[config.mk]
export PLATFORM = sky130hd
export DESIGN_NAME = cache_ram_arbiter
export DESIGN_NICKNAME = d
export VERILOG_FILES = /design/src/rtl/cache_ram_arbiter.sv
export SDC_FILE = /design/constraint.sdc
export NUM_CORES = 1
export LEC_CHECK = 0
export ABC_AREA = 1
export BUFFER_PORTS_ARGS = -buffer_cell sky130_fd_sc_hd__buf_4
export CORE_AREA = 3 3 286 288
export CTS_CLUSTER_SIZE = 12
export DETAILED_ROUTE_END_ITERATION = 8
export DIE_AREA = 0 0 289 291
export GPL_TIMING_DRIVEN = 0
export HOLD_SLACK_MARGIN = 0.06
export MAX_ROUTING_LAYER = met4
export PLACE_DENSITY = 0.54
export REMOVE_ABC_BUFFERS = 1
export SLEW_MARGIN = 20
export SYNTH_ARGS = -nofsm -noshare
export SYNTH_HDL_FRONTEND = slang
export SYNTH_SLANG_ARGS = --single-unit
[constraint.sdc]
create_clock -name clk -period 2.3 [get_ports clk]
set_input_delay 0.69 -clock clk [delete_from_list [all_inputs] [get_ports clk]]
set_output_delay 0.69 -clock clk [all_outputs]
set_load 0.005 [all_outputs]
[src/rtl/cache_ram_arbiter.sv]
// Arbitrates the single RAM line port between Icache refills and Dcache refills/write-backs.
// One line transaction in flight; Dcache wins ties until the streak limit lets the Icache through.
//
// state | meaning
// IDLE  | arbitrate pending requests, latch winner onto the RAM bus
// BUSY  | RAM request held, wait for ram_ready_i or watchdog expiry
// RESP  | one-cycle ready pulse (and data) to the owning cache
module cache_ram_arbiter #(
  parameter int D_STREAK_MAX = 4,
  parameter int TIMEOUT_CYC  = 255
) (
  input  logic         clk,
  input  logic         rst,
  input  logic         icache_valid_req_i,
  input  logic [31:0]  icache_addr_i,
  output logic         icache_ready_o,
  output logic [127:0] icache_data_o,
  input  logic         dcache_valid_req_i,
  input  logic         dcache_rw_i,
  input  logic [31:0]  dcache_addr_i,
  input  logic [127:0] dcache_wdata_i,
  output logic         dcache_ready_o,
  output logic [127:0] dcache_data_o,
  output logic         ram_valid_req_o,
  output logic         ram_rw_o,
  output logic [31:0]  ram_addr_o,
  output logic [127:0] ram_wdata_o,
  input  logic [127:0] ram_data_i,
  input  logic         ram_ready_i,
  output logic         timeout_o
);

  localparam int              SW         = $clog2(D_STREAK_MAX + 1);
  localparam logic [SW-1:0]   STREAK_MAX = SW'(D_STREAK_MAX);
  localparam logic [7:0]      WDOG_LAST  = 8'(TIMEOUT_CYC - 1);

  typedef enum logic [1:0] {IDLE, BUSY, RESP} state_t;

  state_t        state;
  logic [SW-1:0] streak;
  logic [7:0]    wdog;
  logic          own_d;
  logic          grant_any;
  logic          grant_d;

  always_comb begin
    grant_any = icache_valid_req_i | dcache_valid_req_i;
    if (icache_valid_req_i && dcache_valid_req_i)
      grant_d = (streak != STREAK_MAX);
    else
      grant_d = dcache_valid_req_i;
  end

  always_ff @(posedge clk) begin
    if (rst) begin
      state           <= IDLE;
      streak          <= '0;
      wdog            <= '0;
      own_d           <= 1'b0;
      ram_valid_req_o <= 1'b0;
      ram_rw_o        <= 1'b0;
      ram_addr_o      <= '0;
      ram_wdata_o     <= '0;
      icache_ready_o  <= 1'b0;
      icache_data_o   <= '0;
      dcache_ready_o  <= 1'b0;
      dcache_data_o   <= '0;
      timeout_o       <= 1'b0;
    end else begin
      case (state)
        IDLE: begin
          if (grant_any) begin
            own_d           <= grant_d;
            ram_valid_req_o <= 1'b1;
            ram_rw_o        <= grant_d ? dcache_rw_i : 1'b1;
            ram_addr_o      <= (grant_d ? dcache_addr_i : icache_addr_i) & ~32'hF;
            ram_wdata_o     <= grant_d ? dcache_wdata_i : '0;
            state           <= BUSY;
          end
          // streak only grows while the Icache is actually being held off
          if (grant_any && grant_d && icache_valid_req_i)
            streak <= (streak == STREAK_MAX) ? streak : streak + 1'b1;
          else
            streak <= '0;
        end
        BUSY: begin
          if (ram_ready_i || wdog == WDOG_LAST) begin
            ram_valid_req_o <= 1'b0;
            ram_rw_o        <= 1'b0;
            ram_addr_o      <= '0;
            ram_wdata_o     <= '0;
            timeout_o       <= ~ram_ready_i;
            icache_ready_o  <= ~own_d;
            dcache_ready_o  <= own_d;
            icache_data_o   <= (!own_d && ram_ready_i) ? ram_data_i : '0;
            dcache_data_o   <= (own_d && ram_ready_i && ram_rw_o) ? ram_data_i : '0;
            state           <= RESP;
          end else begin
            wdog <= wdog + 8'd1;
          end
        end
        RESP: begin
          icache_ready_o <= 1'b0;
          icache_data_o  <= '0;
          dcache_ready_o <= 1'b0;
          dcache_data_o  <= '0;
          timeout_o      <= 1'b0;
          wdog           <= '0;
          state          <= IDLE;
        end
        default: state <= IDLE;
      endcase
    end
  end

endmodule

==> results.json <==
{
  "ys_seq_elements": 431,
  "num-fill-cells": 8554,
  "chipWidth_um": 289,
  "tightestPinTransition_ns": 0.702,
  "slew_headroom": 0.531,
  "globalRouteTotalUtil": 0.214,
  "detail_route.first_pass.iterations": 5,
  "dp.cells": 4300,
  "antenna_found_initial": 17,
  "cp_top_family": "simple AND/OR/NAND/NOR gates",
  "whs_path_depth": 3,
  "arrival_ns": 2.61,
  "finalHoldViolations": 0,
  "cp_max_fo": 41,
  "ys_types": 22,
  "syn_area_um2": 19100,
  "path_depth": 10,
  "drive_above_1_share": 0.272,
  "port_buffers": 734,
  "clock-skew-final_ns": 0.00957,
  "path_clk_slew_ns": 0.06,
  "tns_ns": 0,
  "fp.dieArea_um2": 84100,
  "clock_sink_count": 431,
  "endpoint_kind": "flip-flop",
  "holdWs_ns": 0.350,
  "cts_root_buf": "clkbuf_16",
  "grt_max_degree": 134,
  "avgSynthCellArea_um2": 6.93,
  "hp-class": "primary input to flip-flop",
  "gp_congestion": 0.828,
  "dp_slack_ns": -1.06,
  "min_period_ns": 2.12,
  "tritoncts": "yes",
  "drt_iter0_markers": 1285,
  "yosysWarnings": 0,
  "floorplan.initialDensity": 0.241,
  "routed-via-count": 21200,
  "grt-ovfl-total": 0,
  "synthCells": 2751,
  "numCtsBuffers": 54,
  "layout_common_cells": "buf_4 (747), nand2_1 (631), nand3_1 (524)",
  "start_kind": "flip-flop",
  "die_h_um": 291,
  "coreArea_um2": 79100,
  "grt_pass1_wl_mm": 133,
  "holdBufCountCts": 0,
  "crit_required_ns": 2.79,
  "final_area_um2": 28300,
  "cp_slowest_stage_delay_ns": 0.42,
  "nets": 3687,
  "fin_crit_sh": 0.920,
  "critPathSlowestCell": "nand2_4",
  "antenna_left": 0,
  "cts_buffer_depth": 3,
  "mostFrequentLayoutCell": "buf_4",
  "critical_path_buf_inv_count": 3,
  "power_mw": 23.6,
  "wl_per_cell_um": 20.9,
  "dp_hpwl_mm": 57.6,
  "totalWireLength_mm": 93.3,
  "p_per_area_nw_per_um2": 832,
  "status": "completed",
  "reg2regPathDepth": 10,
  "maxCapViolations": 0,
  "path_cells": "inv_2 > nand2_8 > nor2_4 > nand2_8 > buf_12 > buf_4 > nand2_4 > nand2_1 > nand2_1 > nor2_1",
  "via_per_inst": 4.76,
  "clk_latency_ns": 0.59,
  "drcViolationCount": 0,
  "irDropWorstVdd_mv": 0.669,
  "htree_levels": 2,
  "setup-violations-final": 0,
  "finalWorstSetupSlack_ns": 0.185,
  "critPathKind": "flip-flop to flip-flop",
  "instances_no_fill": 4459,
  "rows": 103,
  "maxSlewViolCount": 0,
  "area_delta_synth_final_pct": 48.7,
  "fmax_mhz": 473,
  "leakage_nw": 12.8,
  "ys_seq_area_frac": 0.453,
  "rsz0062_at_grt": "false",
  "placed_cell_area_um2": 25400,
  "utilization": 0.358,
  "grt_pass1_vias": 19700,
  "boundaryPins": 747
}
cells by family (layout without fill, tap and decap cells):
logic type | count (synthesis) | count (layout) | share of synthesized area
and+or+nand+nor | 1563 | 1570 | 0.350
AOI/OAI and AO/OA | 431 | 431 | 0.113
DFF | 431 | 431 | 0.453
buffers and inverters | 320 | 954 | 0.0804
adders and majority gates | 4 | 4 | 0.00263
other | 1 | 18 | 0.000197
xor gates and xnor gates | 1 | 1 | 0.000460
synth_stat cells:
cell / instances / area, um2
conb_1: 1 / 3.75
inv_1: 45 / 169
nand3b_1: 30 / 225
clkbuf_1: 89 / 334
o21ai_0: 3 / 15.0
nand3_1: 526 / 2630
nand2_2: 3 / 18.8
nand2_1: 633 / 2380
dfxtp_1: 431 / 8630
buf_6: 13 / 146
buf_8: 1 / 15.0
ha_1: 4 / 50.1
inv_2: 4 / 15.0
nand2_4: 1 / 11.3
nor2_2: 3 / 18.8
xor2_1: 1 / 8.76
nor2_1: 362 / 1360
buf_4: 20 / 150
buf_1: 30 / 113
buf_2: 118 / 591
nand4_1: 5 / 31.3
a21oi_1: 428 / 2140
tightest hold or removal path, stage by stage:
cell	delay [ns]
buf_4	0.11
nand2_1	0.05
a21oi_1	0.05
timing repair:
item | CTS | global route
pin swaps | 7 | 2
hold endpoints to repair | 0 | 0
setup endpoints to repair | 424 | 240
gates cloned | 30 | 4
setup buffers | 14 | 4
gates resized for setup | 24 | 6
layer usage:
layer  wire, um  up-vias  global-route usage  share of wire
li1           -    10300                   -              -
met1      35700     9949               0.238           0.38
met2      45300      771               0.359           0.48
met3       8430      154              0.0671          0.090
met4       3990        0              0.0795          0.043
met5          0        -                   -              0
layout make-up:
class                   count  area, um2  share of cell area
repair buffers            809       7270               0.257
repair inverters            2       17.5            0.000618
clock inverters            17        154             0.00543
flip-flops and latches    431       8630               0.305
well taps                1050       1310              0.0464
diodes                     14       35.0             0.00124
inverters                  49        235             0.00830
multi-input cells        2010       9110               0.321
clock buffers              77       1570              0.0554
worst paths after layout:
check / slack, ns / startpoint / endpoint
max reg2reg: 0.18 / state[1]$_SDFFE_PP0P_ / ram_addr_o[15]$_SDFFE_PP0P_
min reg2reg: 0.46 / ram_wdata_o[71]$_SDFFE_PP0P_ / ram_wdata_o[71]$_SDFFE_PP0P_
min: 0.35 / dcache_wdata_i[82] / ram_wdata_o[82]$_SDFFE_PP0P_
max: 0.18 / state[1]$_SDFFE_PP0P_ / ram_addr_o[15]$_SDFFE_PP0P_
sequential cells by signal, indices dropped and copies added, names as in the netlist, 2 cells and up:
name,flops
wdog,8
icache_data_o,128
streak,3
ram_wdata_o,128
ram_addr_o,28
state,2
dcache_data_o,128
power breakdown:
group          switching, mW  internal [mW]
Combinational           3.34           3.02
Sequential             0.449           8.31
Clock                   3.52           4.93
(Power assumes the default switching activity.)
